**src/rtl/exotiny_pkg.sv**
```systemverilog
// rtl/exotiny_pkg.sv - shared types and constants for the exotiny QSPI memory controller
//
// Purpose: FSM state enum, default QPI command bytes, per-phase nibble counts
// and a byte-swap helper used when moving little-endian words through the
// MSB-first nibble shifter.
// Ports: none (package).
package exotiny_pkg;

  typedef enum logic [2:0] {
    ST_IDLE,
    ST_CMD,
    ST_ADDR,
    ST_DUMMY,
    ST_DATA,
    ST_DONE
  } qspi_state_t;

  localparam logic [7:0] CMD_READ_DEF  = 8'hEB;
  localparam logic [7:0] CMD_WRITE_DEF = 8'h38;

  localparam int CMD_NIBS  = 2;
  localparam int ADDR_NIBS = 6;
  localparam int DATA_NIBS = 8;

  // Counter values on the last nibble of each fixed-length phase.
  localparam logic [7:0] CMD_LAST  = 8'(CMD_NIBS - 1);
  localparam logic [7:0] ADDR_LAST = 8'(ADDR_NIBS - 1);
  localparam logic [7:0] DATA_LAST = 8'(DATA_NIBS - 1);

  function automatic logic [31:0] bswap32(input logic [31:0] d);
    return {d[7:0], d[15:8], d[23:16], d[31:24]};
  endfunction

endpackage

```
**src/rtl/qspi_nib_shreg.sv**
```systemverilog
// rtl/qspi_nib_shreg.sv - 32-bit nibble shift register for QPI tx and rx
//
// Purpose: parallel load (optionally byte-swapped) then shift out MSB nibble
// first; or shift nibbles in at the LSB end. word_o presents the byte-swapped
// word that results from shifting nib_i in on the current step, so the final
// received nibble can be folded into the read word on the same clock edge.
// Ports:
//   clk_i, rst_in  clock, asynchronous active-low reset
//   load_i         parallel load (priority over shift)
//   swap_i         byte-swap load_data_i on load
//   load_data_i    32-bit load value
//   shift_i        shift one nibble: out at MSB, nib_i in at LSB
//   nib_i          incoming nibble
//   nib_o          current MSB nibble (tx data)
//   word_o         byte-swapped value including nib_i (rx data)
module qspi_nib_shreg
  import exotiny_pkg::*;
(
  input  logic        clk_i,
  input  logic        rst_in,
  input  logic        load_i,
  input  logic        swap_i,
  input  logic [31:0] load_data_i,
  input  logic        shift_i,
  input  logic [3:0]  nib_i,
  output logic [3:0]  nib_o,
  output logic [31:0] word_o
);

  logic [31:0] r_sh;

  always_ff @(posedge clk_i or negedge rst_in) begin
    if (!rst_in) begin
      r_sh <= 32'h0;
    end else if (load_i) begin
      r_sh <= swap_i ? bswap32(load_data_i) : load_data_i;
    end else if (shift_i) begin
      r_sh <= {r_sh[27:0], nib_i};
    end
  end

  assign nib_o  = r_sh[31:28];
  assign word_o = bswap32({r_sh[27:0], nib_i});

endmodule

```
**src/rtl/qspi_mem_ctrl.sv**
```systemverilog
// rtl/qspi_mem_ctrl.sv - QPI controller turning word bus requests into ROM/RAM transfers
//
// Purpose: sequences CMD, ADDR, optional DUMMY and DATA nibbles at clk_i/2,
// selecting ROM or RAM by addr_i[24]. Writes to ROM complete immediately
// without touching the pins.
// Ports:
//   clk_i, rst_in          clock, asynchronous active-low reset
//   req_i, we_i            request (held until ack_o), write enable
//   addr_i[24:0]           [24] target (0 ROM, 1 RAM), [23:2] word address
//   wdata_i, rdata_o       write data in, read data out (held until next read)
//   ack_o                  one-cycle completion pulse
//   mem_cs_rom_on/ram_on   active-low chip selects
//   mem_sck_o              SPI clock
//   mem_sd_o/oen_o/sd_i    quad data out, per-line drive enable, data in
module qspi_mem_ctrl
  import exotiny_pkg::*;
#(
  parameter int         DUMMY_CYC = 4,
  parameter logic [7:0] CMD_READ  = CMD_READ_DEF,
  parameter logic [7:0] CMD_WRITE = CMD_WRITE_DEF
) (
  input  logic        clk_i,
  input  logic        rst_in,
  input  logic        req_i,
  input  logic        we_i,
  input  logic [24:0] addr_i,
  input  logic [31:0] wdata_i,
  output logic [31:0] rdata_o,
  output logic        ack_o,
  output logic        mem_cs_rom_on,
  output logic        mem_cs_ram_on,
  output logic        mem_sck_o,
  output logic [3:0]  mem_sd_o,
  output logic [3:0]  mem_sd_oen_o,
  input  logic [3:0]  mem_sd_i
);

  localparam logic [7:0] DUMMY_LAST = 8'(DUMMY_CYC - 1);

  qspi_state_t r_state;
  logic [7:0]  r_cnt;
  logic        r_ph;
  logic        r_we;
  logic [31:0] r_wdata;
  logic        r_cs_rom;
  logic        r_cs_ram;
  logic        r_sck;
  logic [3:0]  r_oen;
  logic        r_ack;
  logic [31:0] r_rdata;

  logic        w_start;
  logic        w_rom_wr;
  logic        w_load;
  logic        w_swap;
  logic        w_shift;
  logic [31:0] w_load_data;
  logic [7:0]  w_cmd;
  logic [3:0]  w_nib;
  logic [31:0] w_word;

  assign w_rom_wr = we_i && !addr_i[24];
  assign w_start  = (r_state == ST_IDLE) && req_i && !w_rom_wr;
  assign w_cmd    = we_i ? CMD_WRITE : CMD_READ;

  // Command+address go out as-is; write data is byte-swapped in at the end
  // of ADDR so the little-endian word leaves low byte first.
  assign w_load = w_start ||
                  ((r_state == ST_ADDR) && r_ph && (r_cnt == ADDR_LAST) && r_we);
  assign w_swap = (r_state == ST_ADDR);
  // The two address LSBs are forced to zero on the wire.
  assign w_load_data = (r_state == ST_IDLE) ?
                       {w_cmd, addr_i[23:2], addr_i[1:0] & 2'b00} : r_wdata;
  // Shift at the end of every SCK phase 1 except during dummy cycles.
  assign w_shift = r_ph && ((r_state == ST_CMD) || (r_state == ST_ADDR) ||
                            (r_state == ST_DATA));

  qspi_nib_shreg u_shreg (
    .clk_i       (clk_i),
    .rst_in      (rst_in),
    .load_i      (w_load),
    .swap_i      (w_swap),
    .load_data_i (w_load_data),
    .shift_i     (w_shift),
    .nib_i       (mem_sd_i),
    .nib_o       (w_nib),
    .word_o      (w_word)
  );

  always_ff @(posedge clk_i or negedge rst_in) begin
    if (!rst_in) begin
      r_state  <= ST_IDLE;
      r_cnt    <= 8'd0;
      r_ph     <= 1'b0;
      r_we     <= 1'b0;
      r_wdata  <= 32'h0;
      r_cs_rom <= 1'b1;
      r_cs_ram <= 1'b1;
      r_sck    <= 1'b0;
      r_oen    <= 4'h0;
      r_ack    <= 1'b0;
      r_rdata  <= 32'h0;
    end else begin
      case (r_state)
        ST_IDLE: begin
          r_ack <= 1'b0;
          if (req_i) begin
            r_we    <= we_i;
            r_wdata <= wdata_i;
            if (w_rom_wr) begin
              r_ack   <= 1'b1;
              r_state <= ST_DONE;
            end else begin
              r_cs_rom <= addr_i[24];
              r_cs_ram <= !addr_i[24];
              r_oen    <= 4'hF;
              r_sck    <= 1'b0;
              r_ph     <= 1'b0;
              r_cnt    <= 8'd0;
              r_state  <= ST_CMD;
            end
          end
        end
        ST_CMD, ST_ADDR, ST_DUMMY, ST_DATA: begin
          if (!r_ph) begin
            r_sck <= 1'b1;
            r_ph  <= 1'b1;
          end else begin
            r_sck <= 1'b0;
            r_ph  <= 1'b0;
            r_cnt <= r_cnt + 8'd1;
            case (r_state)
              ST_CMD: begin
                if (r_cnt == CMD_LAST) begin
                  r_cnt   <= 8'd0;
                  r_state <= ST_ADDR;
                end
              end
              ST_ADDR: begin
                if (r_cnt == ADDR_LAST) begin
                  r_cnt <= 8'd0;
                  if (r_we) begin
                    r_state <= ST_DATA;
                  end else begin
                    r_oen   <= 4'h0;
                    r_state <= (DUMMY_CYC > 0) ? ST_DUMMY : ST_DATA;
                  end
                end
              end
              ST_DUMMY: begin
                if (r_cnt == DUMMY_LAST) begin
                  r_cnt   <= 8'd0;
                  r_state <= ST_DATA;
                end
              end
              ST_DATA: begin
                if (r_cnt == DATA_LAST) begin
                  r_cnt    <= 8'd0;
                  r_cs_rom <= 1'b1;
                  r_cs_ram <= 1'b1;
                  r_oen    <= 4'h0;
                  r_ack    <= 1'b1;
                  if (!r_we) begin
                    r_rdata <= w_word;
                  end
                  r_state  <= ST_DONE;
                end
              end
              default: r_state <= ST_IDLE;
            endcase
          end
        end
        ST_DONE: begin
          // Always pass through IDLE so CS stays high for two cycles.
          r_ack   <= 1'b0;
          r_state <= ST_IDLE;
        end
        default: r_state <= ST_IDLE;
      endcase
    end
  end

  assign rdata_o       = r_rdata;
  assign ack_o         = r_ack;
  assign mem_cs_rom_on = r_cs_rom;
  assign mem_cs_ram_on = r_cs_ram;
  assign mem_sck_o     = r_sck;
  assign mem_sd_o      = w_nib;
  assign mem_sd_oen_o  = r_oen;

endmodule

```
**config.mk**
```make
export PLATFORM = sky130hd
export DESIGN_NAME = qspi_mem_ctrl
export DESIGN_NICKNAME = d
export VERILOG_FILES = /design/src/rtl/exotiny_pkg.sv /design/src/rtl/qspi_nib_shreg.sv /design/src/rtl/qspi_mem_ctrl.sv
export SDC_FILE = /design/constraint.sdc
export NUM_CORES = 1
export LEC_CHECK = 0
export CAP_MARGIN = 10
export CORE_ASPECT_RATIO = 0.8
export CORE_MARGIN = 1
export CORE_UTILIZATION = 45
export CTS_BUF_LIST = sky130_fd_sc_hd__clkbuf_8
export DETAILED_ROUTE_END_ITERATION = 6
export GPL_ROUTABILITY_DRIVEN = 1
export HOLD_SLACK_MARGIN = 0.15
export PLACE_DENSITY = 0.75
export SYNTH_ARGS = -nofsm -noshare
export SYNTH_HDL_FRONTEND = slang
export SYNTH_HIERARCHICAL = 1
export SYNTH_SLANG_ARGS = --single-unit
```
**constraint.sdc**
```tcl
create_clock -name clk_i -period 1.9 [get_ports clk_i]
set_input_delay 0.475 -clock clk_i [delete_from_list [all_inputs] [get_ports clk_i]]
set_output_delay 0.475 -clock clk_i [all_outputs]
set_load 0.1 [all_outputs]
```
Yosys cells after proc, flatten, opt, wreduce, memory -nomap -nowiden
Cells that the tools add are included.
Cells by class
  muxes and demuxes: 48
  bitwise gates (word level): 1
  eq/ne operators: 20
  add/subtract/negate cells: 1
  reductions and logical operators: 25
Operators by type and width (count)
  two-way mux 32 bit: 4
  two-way mux 8 bit: 8
  one-hot mux 8 bit (4 select lines): 1
  two-way mux 3 bit: 8
  two-way mux 4 bit: 6
  equality test 8 x 3 -> 1 bit (second input constant): 2
  one-hot mux 4 bit (2 select lines): 2
  one-hot mux 8 bit (2 select lines): 1
  != test 3 bit (second input constant): 5
  two-way mux 1 bit: 12
  one-hot mux 3 bit (4 select lines): 1
  AND reduction 6 bit: 2
  != test 2 bit (second input constant): 5
  adder 8 x 1 -> 8 bit (second input constant): 1
  equality test 8 x 1 -> 1 bit (second input constant): 1
  equality test 8 x 2 -> 1 bit (second input constant): 1
  AND reduction 4 bit: 2
  AND reduction 8 bit: 1
  logical AND 1 bit: 7
  equality test 3 x 2 -> 1 bit (second input constant): 2
  equality test 3 bit (second input constant): 2
  one-hot mux 1 bit (2 select lines): 3
  one-hot mux 3 bit (2 select lines): 1
  AND reduction 5 bit: 1
  12 further kinds: 16
Storage, ports and cells
  output and inout port bits: 44
  input bits: 65
  logic and storage cells: 106
  register bits after elaboration: 116

Longest topological paths before layout
Gate-level depths: netlist of run 1.
  depth after elaboration: 6
  gate-level depth with buffers: 9

Cells and area by module
The synthesis of run 1 kept the hierarchy.
By module, submodules not included
  qspi_mem_ctrl: area an instance 3940.0 um^2, cells each 367, instances 1
  qspi_nib_shreg: area an instance 1946.9 um^2, cells each 144, instances 1

Worst setup path after synthesis of run 1
No wires, ideal clock.
  kind: register to register
  from: register, netlist name mem_sck_o
  to: register r_rdata[10] (netlist: rdata_o[10])
  buffers on the path: 1
  slack: -0.367 ns
  clock period less this slack: 2.267 ns
  data arrival time: 2.142 ns
  stages on the path, launching flop included: 5
  library setup time: 0.125 ns
  cell sequence: dfrtp_1 nand2_1 nor4_4 buf_6 mux2_2
RTL lines
  to (signal assigned): RTL line qspi_mem_ctrl.sv:164  | r_rdata <= w_word;
  to (decl): RTL line qspi_mem_ctrl.sv:50  | logic [31:0] r_rdata;

Worst setup path in the final report of run 1
  from: register r_cnt[7]
  to: register r_rdata[7] (netlist: rdata_o[7])
Between the ends
  word-level cells in the longest chain between the ends: 2
Ends and longest elaborated chain
  from (decl): RTL line qspi_mem_ctrl.sv:41  | logic [7:0] r_cnt;
  from (signal assigned): RTL line qspi_mem_ctrl.sv:131  | r_cnt <= r_cnt + 8'd1;
  equality test 8 x 3 -> 1 bit: RTL line qspi_mem_ctrl.sv:157  | if (r_cnt == DATA_LAST) begin
  AND reduction 5 bit (no line)
No other way between the ends.
A chain may end at the register's enable or synchronous reset.

==> results_dict.tcl, run 1 <==
set metrics [dict create \
    vdd.ir_drop.worst_mv 0.8659 \
    yosysTopAreaCell "sky130_fd_sc_hd__dfrtp_1" \
    cts_sinks 113 \
    fin_hold_ws_ns 0.4979 \
    worst_reg2reg_setup_slack_ns -0.08 \
    grt_start_max_net_pins 41 \
    final-hold-violation-count 0 \
    number_of_global_route_vias_before_repair 4534 \
    grt_util_all_layers 0.2361 \
    max-clock-path-buffers 2 \
    number_of_pins_with_negative_max_slew_slack_in_the_final_report 0 \
    r2r-start "r_cnt[7]" \
    power-per-cell-area_nw_per_um2 1623 \
    postRouteAntennaNets 0 \
    route.final.wire_length_um 16430 \
    nNetsFinal 738 \
    max_slew_margin 0.7165 \
    critical_path.cell_chain "nor4_4, buf_6, nand2_4, nor4_4, buf_6, clkbuf_16, mux2_4" \
    synth.avg_cell_area_um2 11.52 \
    clock_tree.htree_level_count 4 \
    detailedRoute.firstPassIterationCount 5 \
    core.rowCount 36 \
    path_class "register to register" \
    critical_path.startpoint "r_cnt[7]" \
    clk_lat_worst_skew_ns 0.44 \
    fp.dieArea_um2 13550 \
    cp_slowest_cell "sky130_fd_sc_hd__dfrtp_1" \
    seq_area_frac_synth 0.4808 \
    violations_in_the_final_reports "negative setup slack" \
    finalWorstPathRequiredPeriod_ns 1.978 \
    via_count 4657 \
    place_worst_setup_slack_ns -0.3938 \
    routabilityCongestion 0.8881 \
    final_min_period_over_clock_period 1.041 \
    final_critical_path_setup_slack_ns -0.07794 \
    drc 0 \
    portion_of_synthesized_cell_area_occupied_by_the_leading_cell_type 0.4718 \
    globalRoute.totalOverflow 0 \
    critPathMaxStageDelay_ns 0.42 \
    final_cell_mix "sky130_fd_sc_hd__dfrtp_1, sky130_fd_sc_hd__mux2i_1, sky130_fd_sc_hd__nand2_1" \
    final_core_utilization 0.7033 \
    setup.worst_path.end_class "register" \
    mostFrequentLayoutCell "sky130_fd_sc_hd__dfrtp_1" \
    timing.hold.worst.class "input port to asynchronous set/reset pin" \
    drive_gt1_frac 0.3660 \
    worst_ep_arrival_time_ns 2.29 \
    antenna_cells_inserted 0 \
    cts.reportedPaths.clkPinSlew_ns 0.08 \
    cts_tree "built" \
    io_pins 109 \
    dieHeight_um 104.3 \
    worst-path-buf-inv 3 \
    static-leakage-power_nw 3.840 \
    ys_async_sr_fraction 1.000 \
    mappedNetlistArea_um2 5887 \
    max_cap_viol_count 0 \
    finalSetupViolCount 41 \
    cts_made_buffers 17 \
    wire_length_of_the_first_global_routing_pass_um 24080 \
    area_growth_pct 49.05 \
    core_footprint_um2 12480 \
    postSynthNetCount 579 \
    drtIter0Drc 325 \
    timing.reg2reg.worst_path_depth 7 \
    start_util 0.4718 \
    clock_tree_root_buffer_cell "sky130_fd_sc_hd__clkbuf_8" \
    number_of_enable_flip_flop_cells_after_synthesis 0 \
    setup.worst_path.start_class "register" \
    die-width_um 129.9 \
    wl_per_cell_um 19.23 \
    critical_path_required_ns 2.21 \
    netlist_top_cells_area "sky130_fd_sc_hd__dfrtp_1, sky130_fd_sc_hd__mux2i_1, sky130_fd_sc_hd__mux2_2" \
    crit_reg_reg_endpoint "rdata_o[7]" \
    setup_tns_ns -2.227 \
    grt_setup_unrepaired "yes" \
    final_clock_skew_ns 0.01763 \
    regArea_um2 2838 \
    run_status "finished, violations left" \
    synth_top_flop_cell "sky130_fd_sc_hd__dfrtp_1" \
    synth.yosys.warnings 6 \
    worst-path-max-fanout 8 \
    synth.ff_latch_count 113 \
    multi_input_area_um2 2994 \
    worst_path_dominant_cell_family "buffers and inverters" \
    drt-vias-per-instance 5.453 \
    netlist-cell-type-count 43 \
    synthCells 511 \
    placed_wire_length_estimate_after_detailed_placement_um 11220 \
    place.port_buffers 106 \
    worst_pin_slew_ns 0.4244 \
    n_fill_cell 855 \
    clock.fmax_ghz 0.5056 \
    grt_antenna_before_repair 0 \
]
-- synthesized netlist by cell type (all sizes together), types with 2 or more instances --
cell and instances:
a22o 7, nand2b 5, nand2 80, nor2b 4, and3 5, and2 3
mux2i 96, a211o 2, inv 7, nor4 2, nand3 6, a31oi 4
dfstp 2, buf 28, a21o 5, ha 3, dfrtp 111, o21ai 11
mux2 66, nor3 5, nor2 19, a21oi 17, clkbuf 10
-- layout make-up --
type / count / share of cell area
tap: 171 / 0.02438
clock inverter: 14 / 0.01868
sequential: 113 / 0.3234
timing repair buffer: 178 / 0.2611
clock buffer: 18 / 0.02823
inverter: 7 / 0.002994
multi-input combinational: 353 / 0.3412
-- worst reg2reg max path, delay by kind of cell, from the launching register on --
| kind | cells | cell delay [ns] |
|---|---|---|
| buf+inv | 3 | 0.57 |
| simple gates | 3 | 0.57 |
| flops | 1 | 0.42 |
| mux | 1 | 0.31 |
-- per-layer routing --
metal	vias to the layer above	routed length, um	GRT usage
li1	2114	-	-
met1	2350	7491	0.3394
met2	171	7718	0.3571
met3	22	979	0.05041
met4	0	235	0.06478
met5	-	0	0
-- how the worst max path moves through the flow --
stage | slack (ns) | depth (start not counted) | end
2_1_floorplan | -0.02 | 5 | rdata_o[10]
3_3_place_gp | -0.35 | 6 | r_cnt[0]
3_5_place_dp | -0.39 | 6 | r_cnt[0]
4_1_cts | -0.01 | 7 | r_state[1]
5_1_grt | -0.16 | 7 | rdata_o[9]
6_report | -0.08 | 7 | rdata_o[7]
-- power breakdown --
part	switching, mW	leakage, nW	internal [mW]
clock	1.04	0.199	1.33
combinational	4.26	2.23	3.49
sequential	0.816	1.41	3.31
total	6.12	3.84	8.12
-- sequential cells by signal (all words and copies together) (netlist names) --
signal,flops
ack_o,1
mem_cs_ram_on,1
mem_cs_rom_on,1
mem_sck_o,1
mem_sd_oen_o,1
r_cnt,8
r_state,3
r_wdata,32
r_we,1
rdata_o,32
u_shreg/r_sh,32
-- stage by stage --
step / cells / instance area [um^2] / power, mW
global route: 854 / 8775 / 14.96
CTS: 839 / 8371 / 13.65
global placement: 805 / 7884 / 10.91
floorplan: 511 / 5899 / 8.595
detailed placement: 805 / 7884 / 11.15
finish: 854 / 8775 / 14.24
-- repair_timing --
action                     4_1_cts  5_1_grt
hold endpoints to repair        19        0
gates cloned                     0        6
gates resized for setup         13       55
setup endpoints to repair       55       74
buffers inserted                 1        9
hold buffers                     1        0
pin swaps                        1        9
-- cells by family after synthesis --
group	count (synthesis)	share of synthesized area
AND/OR/NAND/NOR	134	0.1041
multiplexers	162	0.2895
AO/OA/AOI/OAI	54	0.06100
buffers and inverters	45	0.05823
adder cells (fa/ha/maj)	3	0.006377
flip-flops	113	0.4808
No activity file was read; power rests on OpenSTA's default activity.
==> inputs of run 2 (changes only) <==
--- a/config.mk
+++ b/config.mk
@@ -12,8 +12,8 @@
 export CTS_BUF_LIST = sky130_fd_sc_hd__clkbuf_8
 export DETAILED_ROUTE_END_ITERATION = 6
 export GPL_ROUTABILITY_DRIVEN = 1
-export HOLD_SLACK_MARGIN = 0.15
-export PLACE_DENSITY = 0.75
+export HOLD_SLACK_MARGIN = 0.1
+export PLACE_DENSITY = 0.72
 export SYNTH_ARGS = -nofsm -noshare
 export SYNTH_HDL_FRONTEND = slang
 export SYNTH_HIERARCHICAL = 1
==> constraint.sdc (replaced) <==
create_clock -name clk_i -period 2.2 [get_ports clk_i]
set_input_delay 0.55 -clock clk_i [delete_from_list [all_inputs] [get_ports clk_i]]
set_output_delay 0.55 -clock clk_i [all_outputs]
set_load 0.05 [all_outputs]
==> results_dict.tcl, run 2 (synthesis gave the netlist of run 1 again) <==
set metrics [dict create \
    run_status "complete, no violations" \
    worst_pin_slew_ns 0.5303 \
    wire_length_of_the_first_global_routing_pass_um 22730 \
    start_util 0.4718 \
    number_of_global_route_vias_before_repair 4251 \
    hold_path_end "r_wdata[27]" \
    finalWorstPathRequiredPeriod_ns 2.153 \
    grt_setup_unrepaired "no" \
    worst_path_dominant_cell_family "buffers and inverters" \
    path_class "register to primary output" \
    die-width_um 129.9 \
    wl_per_cell_um 17.36 \
    setup.worst_path.end_class "primary output" \
    final-hold-violation-count 0 \
    final_area_um2 7570 \
    n_fill_cell 1047 \
    clock_tree.htree_level_count 4 \
    final_min_period_over_clock_period 0.9786 \
    top_layer_used "met4" \
    filler_free_cell_count_of_the_finished_design 809 \
    cts_sinks 113 \
    final_cell_mix "sky130_fd_sc_hd__dfrtp_1, sky130_fd_sc_hd__mux2i_1, sky130_fd_sc_hd__clkdlybuf4s50_1" \
    r2r-start "r_cnt[0]" \
    clock_tree_root_buffer_cell "sky130_fd_sc_hd__clkbuf_8" \
    place.port_buffers 106 \
    worst_ep_arrival_time_ns 1.60 \
    route.final.wire_length_um 14050 \
    cts_tree "built" \
    core_footprint_um2 12480 \
    core.rowCount 36 \
    clock.fmax_ghz 0.4645 \
    setup_tns_ns 0 \
    drc 0 \
    worst-path-max-fanout 2 \
    timing.hold.worst_path_depth 1 \
    cts_made_buffers 17 \
    timing.reg2reg.worst_path_depth 6 \
    critical_path_required_ns 1.65 \
    worst_reg2reg_setup_slack_ns 0.15 \
    io_pins 109 \
    crit_reg_reg_endpoint "rdata_o[15]" \
    hold_path_startpoint "r_wdata[27]" \
    place_worst_setup_slack_ns -0.08671 \
    mostFrequentLayoutCell "sky130_fd_sc_hd__dfrtp_1" \
    routedLengthMet1_um 7158 \
    drt-vias-per-instance 5.282 \
    worst-path-buf-inv 1 \
    timing.hold.worst.class "register to register" \
    wl_met3_um 656 \
    cts.reportedPaths.clkPinSlew_ns 0.07 \
    detailedRoute.firstPassIterationCount 5 \
    postRouteAntennaNets 0 \
    grt_start_max_net_pins 48 \
    dieHeight_um 104.3 \
    grt_util_all_layers 0.2225 \
    static-leakage-power_nw 3.495 \
    critical_path.cell_chain "clkdlybuf4s50_1" \
    number_of_pins_with_negative_max_slew_slack_in_the_final_report 0 \
    placed_wire_length_estimate_after_detailed_placement_um 10210 \
    area_growth_pct 28.59 \
    vdd.ir_drop.worst_mv 0.7566 \
    max_slew_margin 0.6459 \
    max-clock-path-buffers 2 \
    setup.worst_path.start_class "register" \
    final_core_utilization 0.6067 \
    globalRoute.totalOverflow 0 \
    max_cap_viol_count 0 \
    routabilityCongestion 0.8587 \
    final_critical_path_setup_slack_ns 0.04714 \
    placed_area_um2 7157 \
    clk_lat_worst_skew_ns 0.44 \
    drtIter0Drc 284 \
    critPathMaxStageDelay_ns 0.82 \
    grt_antenna_before_repair 0 \
    power-per-cell-area_nw_per_um2 1349 \
    place_inst 775 \
    final_clock_skew_ns 0.01240 \
    antenna_cells_inserted 0 \
    drive_gt1_frac 0.2163 \
    finalSetupViolCount 0 \
    nNetsFinal 693 \
    fp.dieArea_um2 13550 \
    via_count 4273 \
    detailroute.wirelength.met2_um 6067 \
    report.power.total_mw 10.21 \
    cp_slowest_cell "sky130_fd_sc_hd__clkdlybuf4s50_1" \
    fin_hold_ws_ns 0.5042 \
]
[run 2: area by class of cell]
class / instances / area, um^2 / share of cell area
inverters: 7 / 26.28 / 0.003471
clock inverters: 13 / 118.9 / 0.01570
flip-flops and latches: 113 / 2830 / 0.3739
clock buffers: 19 / 261.5 / 0.03455
multi-input cells: 353 / 2755 / 0.3640
repair buffers: 133 / 1364 / 0.1802
well taps: 171 / 214.0 / 0.02826
[run 2: routing by layer]
layer  GRT usage  vias up
met5           0        -
met4     0.08223        0
met3     0.04321       12
met2      0.3090      131
met1      0.3384     2105
li1            -     2025
[run 2: where the power goes]
part	switching [mW]	total [mW]	internal [mW]
Clock	0.852	1.90	1.05
Sequential	0.595	3.44	2.84
Combinational	2.77	4.88	2.11
[run 2: what timing repair did]
item / CTS / global route
endpoints found under the setup margin: 6 / 10
gates resized for setup: 6 / 9
pin swaps: 0 / 1
hold buffers: 1 / 0
buffers inserted: 0 / 1
hold endpoints to repair: 16 / 0
[run 2: worst max path at each step]
| stage | startpoint | end | cells past startpoint |
|---|---|---|---|
| final | rdata_o[0] | rdata_o[0] | 1 |
| after detailed placement | addr_i[24] | r_cnt[0] | 6 |
| after floorplan | req_i | u_shreg/r_sh[10] | 8 |
| after CTS | u_shreg/r_sh[29] | mem_sd_o[1] | 1 |
| after global routing | rdata_o[0] | rdata_o[0] | 1 |
| after global placement | addr_i[24] | r_cnt[0] | 6 |
[run 2: worst register-to-register path, delay by kind of cell (launching register included)]
kind | cells | cell delay [ns]
AND/OR/NAND/NOR | 3 | 0.58
flip-flops | 1 | 0.46
multiplexers | 1 | 0.39
adder cells (fa/ha/maj) | 1 | 0.25
buffers and inverters | 1 | 0.24
==> inputs of run 3 (changes only) <==
--- a/config.mk
+++ b/config.mk
@@ -13,7 +13,7 @@
 export DETAILED_ROUTE_END_ITERATION = 6
 export GPL_ROUTABILITY_DRIVEN = 1
 export HOLD_SLACK_MARGIN = 0.1
-export PLACE_DENSITY = 0.72
+export PLACE_DENSITY = 0.75
 export SYNTH_ARGS = -nofsm -noshare
 export SYNTH_HDL_FRONTEND = slang
 export SYNTH_HIERARCHICAL = 1
==> constraint.sdc (replaced) <==
create_clock -name clk_i -period 1.7 [get_ports clk_i]
set_input_delay 0.425 -clock clk_i [delete_from_list [all_inputs] [get_ports clk_i]]
set_output_delay 0.425 -clock clk_i [all_outputs]
set_load 0.05 [all_outputs]
==> results_dict.tcl, run 3 (synthesis gave the netlist of run 1 again) <==
set metrics [dict create \
    critical_path.cell_chain "nor4_4, buf_6, nand2_4, nor4_4, buf_6, buf_12, mux2_2" \
    grt_setup_unrepaired "yes" \
    core_footprint_um2 12480 \
    path_class "register to register" \
    vdd.ir_drop.worst_mv 1.130 \
    start_util 0.4718 \
    cts_made_buffers 17 \
    run_status "finished, violations left" \
    clock.fmax_ghz 0.4894 \
    clock_tree_root_buffer_cell "sky130_fd_sc_hd__clkbuf_8" \
    worst-path-max-fanout 16 \
    global_route.usage.met2 0.4064 \
    static-leakage-power_nw 4.269 \
    final_clock_skew_ns 0.01371 \
    power-per-cell-area_nw_per_um2 1833 \
    final_cell_mix "sky130_fd_sc_hd__dfrtp_1, sky130_fd_sc_hd__mux2i_1, sky130_fd_sc_hd__buf_4" \
    power_frac_seq 0.264 \
    drt-vias-per-instance 5.661 \
    globalRoute.totalOverflow 0 \
    max-clock-path-buffers 2 \
    final-hold-violation-count 0 \
    drtIter0Drc 383 \
    final_min_period_over_clock_period 1.202 \
    critical_path_required_ns 2.04 \
    cts.reportedPaths.clkPinSlew_ns 0.08 \
    pint_mw 10.34 \
    area_growth_pct 64.46 \
    die-width_um 129.9 \
    finalWorstPathRequiredPeriod_ns 2.043 \
    timing.hold.worst.class "input port to asynchronous set/reset pin" \
    cp_slowest_cell "sky130_fd_sc_hd__dfrtp_1" \
    switching_share 0.4173 \
    setup.worst_path.start_class "register" \
    clock_tree.htree_level_count 4 \
    fin_hold_ws_ns 0.5011 \
    mostFrequentLayoutCell "sky130_fd_sc_hd__dfrtp_1" \
    power_frac_clock 0.151 \
    worst_reg2reg_setup_slack_ns -0.34 \
    met1_usage 0.3705 \
    place_inst 805 \
    number_of_pins_with_negative_max_slew_slack_in_the_final_report 0 \
    wl_per_cell_um 21.74 \
    dieHeight_um 104.3 \
    antenna_cells_inserted 0 \
    cts_sinks 113 \
    max_cap_viol_count 0 \
    placed_wire_length_estimate_after_detailed_placement_um 11060 \
    detailedRoute.firstPassIterationCount 5 \
    p_switching_mw 7.405 \
    core.rowCount 36 \
    via_count 5033 \
    finalSetupViolCount 106 \
    timing.reg2reg.worst_path_depth 7 \
    groute.layer.met3.usage 0.07305 \
    top_usage_layer "met2" \
    drive_gt1_frac 0.4916 \
    drc 0 \
    worst_pin_slew_ns 0.5412 \
    fp.dieArea_um2 13550 \
    setup.worst_path.end_class "register" \
    grt_util_all_layers 0.2668 \
    worst_ep_arrival_time_ns 2.38 \
    max_slew_margin 0.6392 \
    routabilityCongestion 0.8956 \
    critPathMaxStageDelay_ns 0.43 \
    crit_reg_reg_endpoint "rdata_o[22]" \
    place.port_buffers 106 \
    grt_antenna_before_repair 0 \
    report.power.total_mw 17.74 \
    clk_lat_worst_skew_ns 0.45 \
    wire_length_of_the_first_global_routing_pass_um 26980 \
    violations_in_the_final_reports "negative setup slack" \
    final_critical_path_setup_slack_ns -0.3432 \
    nNetsFinal 773 \
    r2r-start "r_cnt[7]" \
    cts_tree "built" \
    setup_tns_ns -17.72 \
    route.final.wire_length_um 19330 \
    filler_free_cell_count_of_the_finished_design 889 \
    grt_start_max_net_pins 38 \
    power_frac_comb 0.585 \
    postRouteAntennaNets 0 \
    number_of_global_route_vias_before_repair 4964 \
    io_pins 109 \
]
-- run 3: layout make-up --
class / instances / area, um^2
clock buffer: 17 / 234.0
clock inverter: 15 / 172.7
fill: 698 / 2795
inverter: 7 / 47.55
multi-input combinational: 353 / 3471
sequential: 113 / 2838
tap: 171 / 214.0
timing repair buffer: 213 / 2705
-- run 3: metal layers --
metal / vias to the layer above / wire [um]
li1: 2188 / -
met1: 2600 / 8344
met2: 217 / 9323
met3: 28 / 1312
met4: 0 / 346
met5: - / 0
-- run 3: critical path: cells and delay by family (launching register included) --
family | cells | cell delay (ns)
buffers and inverters | 3 | 0.58
flip-flops | 1 | 0.43
multiplexers | 1 | 0.36
AND/OR/NAND/NOR | 3 | 0.55
-- run 3: worst max path at each step --
| stage | from | end | slack (ns) | cells after the start |
|---|---|---|---|---|
| floorplan | r_cnt[5] | rdata_o[10] | -0.22 | 5 |
| global placement | addr_i[24] | r_cnt[0] | -0.34 | 6 |
| detailed placement | addr_i[24] | r_cnt[0] | -0.37 | 6 |
| CTS | r_cnt[7] | r_cnt[0] | -0.20 | 7 |
| global route | r_cnt[7] | rdata_o[22] | -0.37 | 7 |
| finish | r_cnt[7] | rdata_o[22] | -0.34 | 7 |
-- run 3: stage by stage --
| stage | cell area, um^2 | utilization | setup WS, ns |
|---|---|---|---|
| 6_report | 9682 | 0.7760 | -0.3432 |
| 5_1_grt | 9682 | 0.7760 | -0.3741 |
| 4_1_cts | 8935 | 0.7161 | -0.1978 |
| 3_5_place_dp | 7826 | 0.6273 | -0.3664 |
| 3_3_place_gp | 7826 | 0.6273 | -0.3380 |
| 2_1_floorplan | 5963 | - | -0.2153 |
-- run 3: power by group through the flow --
| stage | Clock [mW] | Combinational, mW | Sequential [mW] |
|---|---|---|---|
| 6_report | 2.67 | 10.4 | 4.69 |
| 3_5_place_dp | 0 | 7.11 | 4.63 |
| 4_1_cts | 2.70 | 8.69 | 4.57 |
| 3_3_place_gp | 0 | 6.95 | 4.56 |
| 5_1_grt | 2.81 | 10.9 | 4.77 |
| 2_1_floorplan | 0 | 4.41 | 4.66 |
-- run 3: what timing repair did --
item,4_1_cts,5_1_grt
endpoints found under the hold margin,31,0
endpoints found under the setup margin,110,116
gates resized for setup,76,158
hold buffers,1,0
setup buffers,26,20
pin swaps,13,41
cloned,8,5
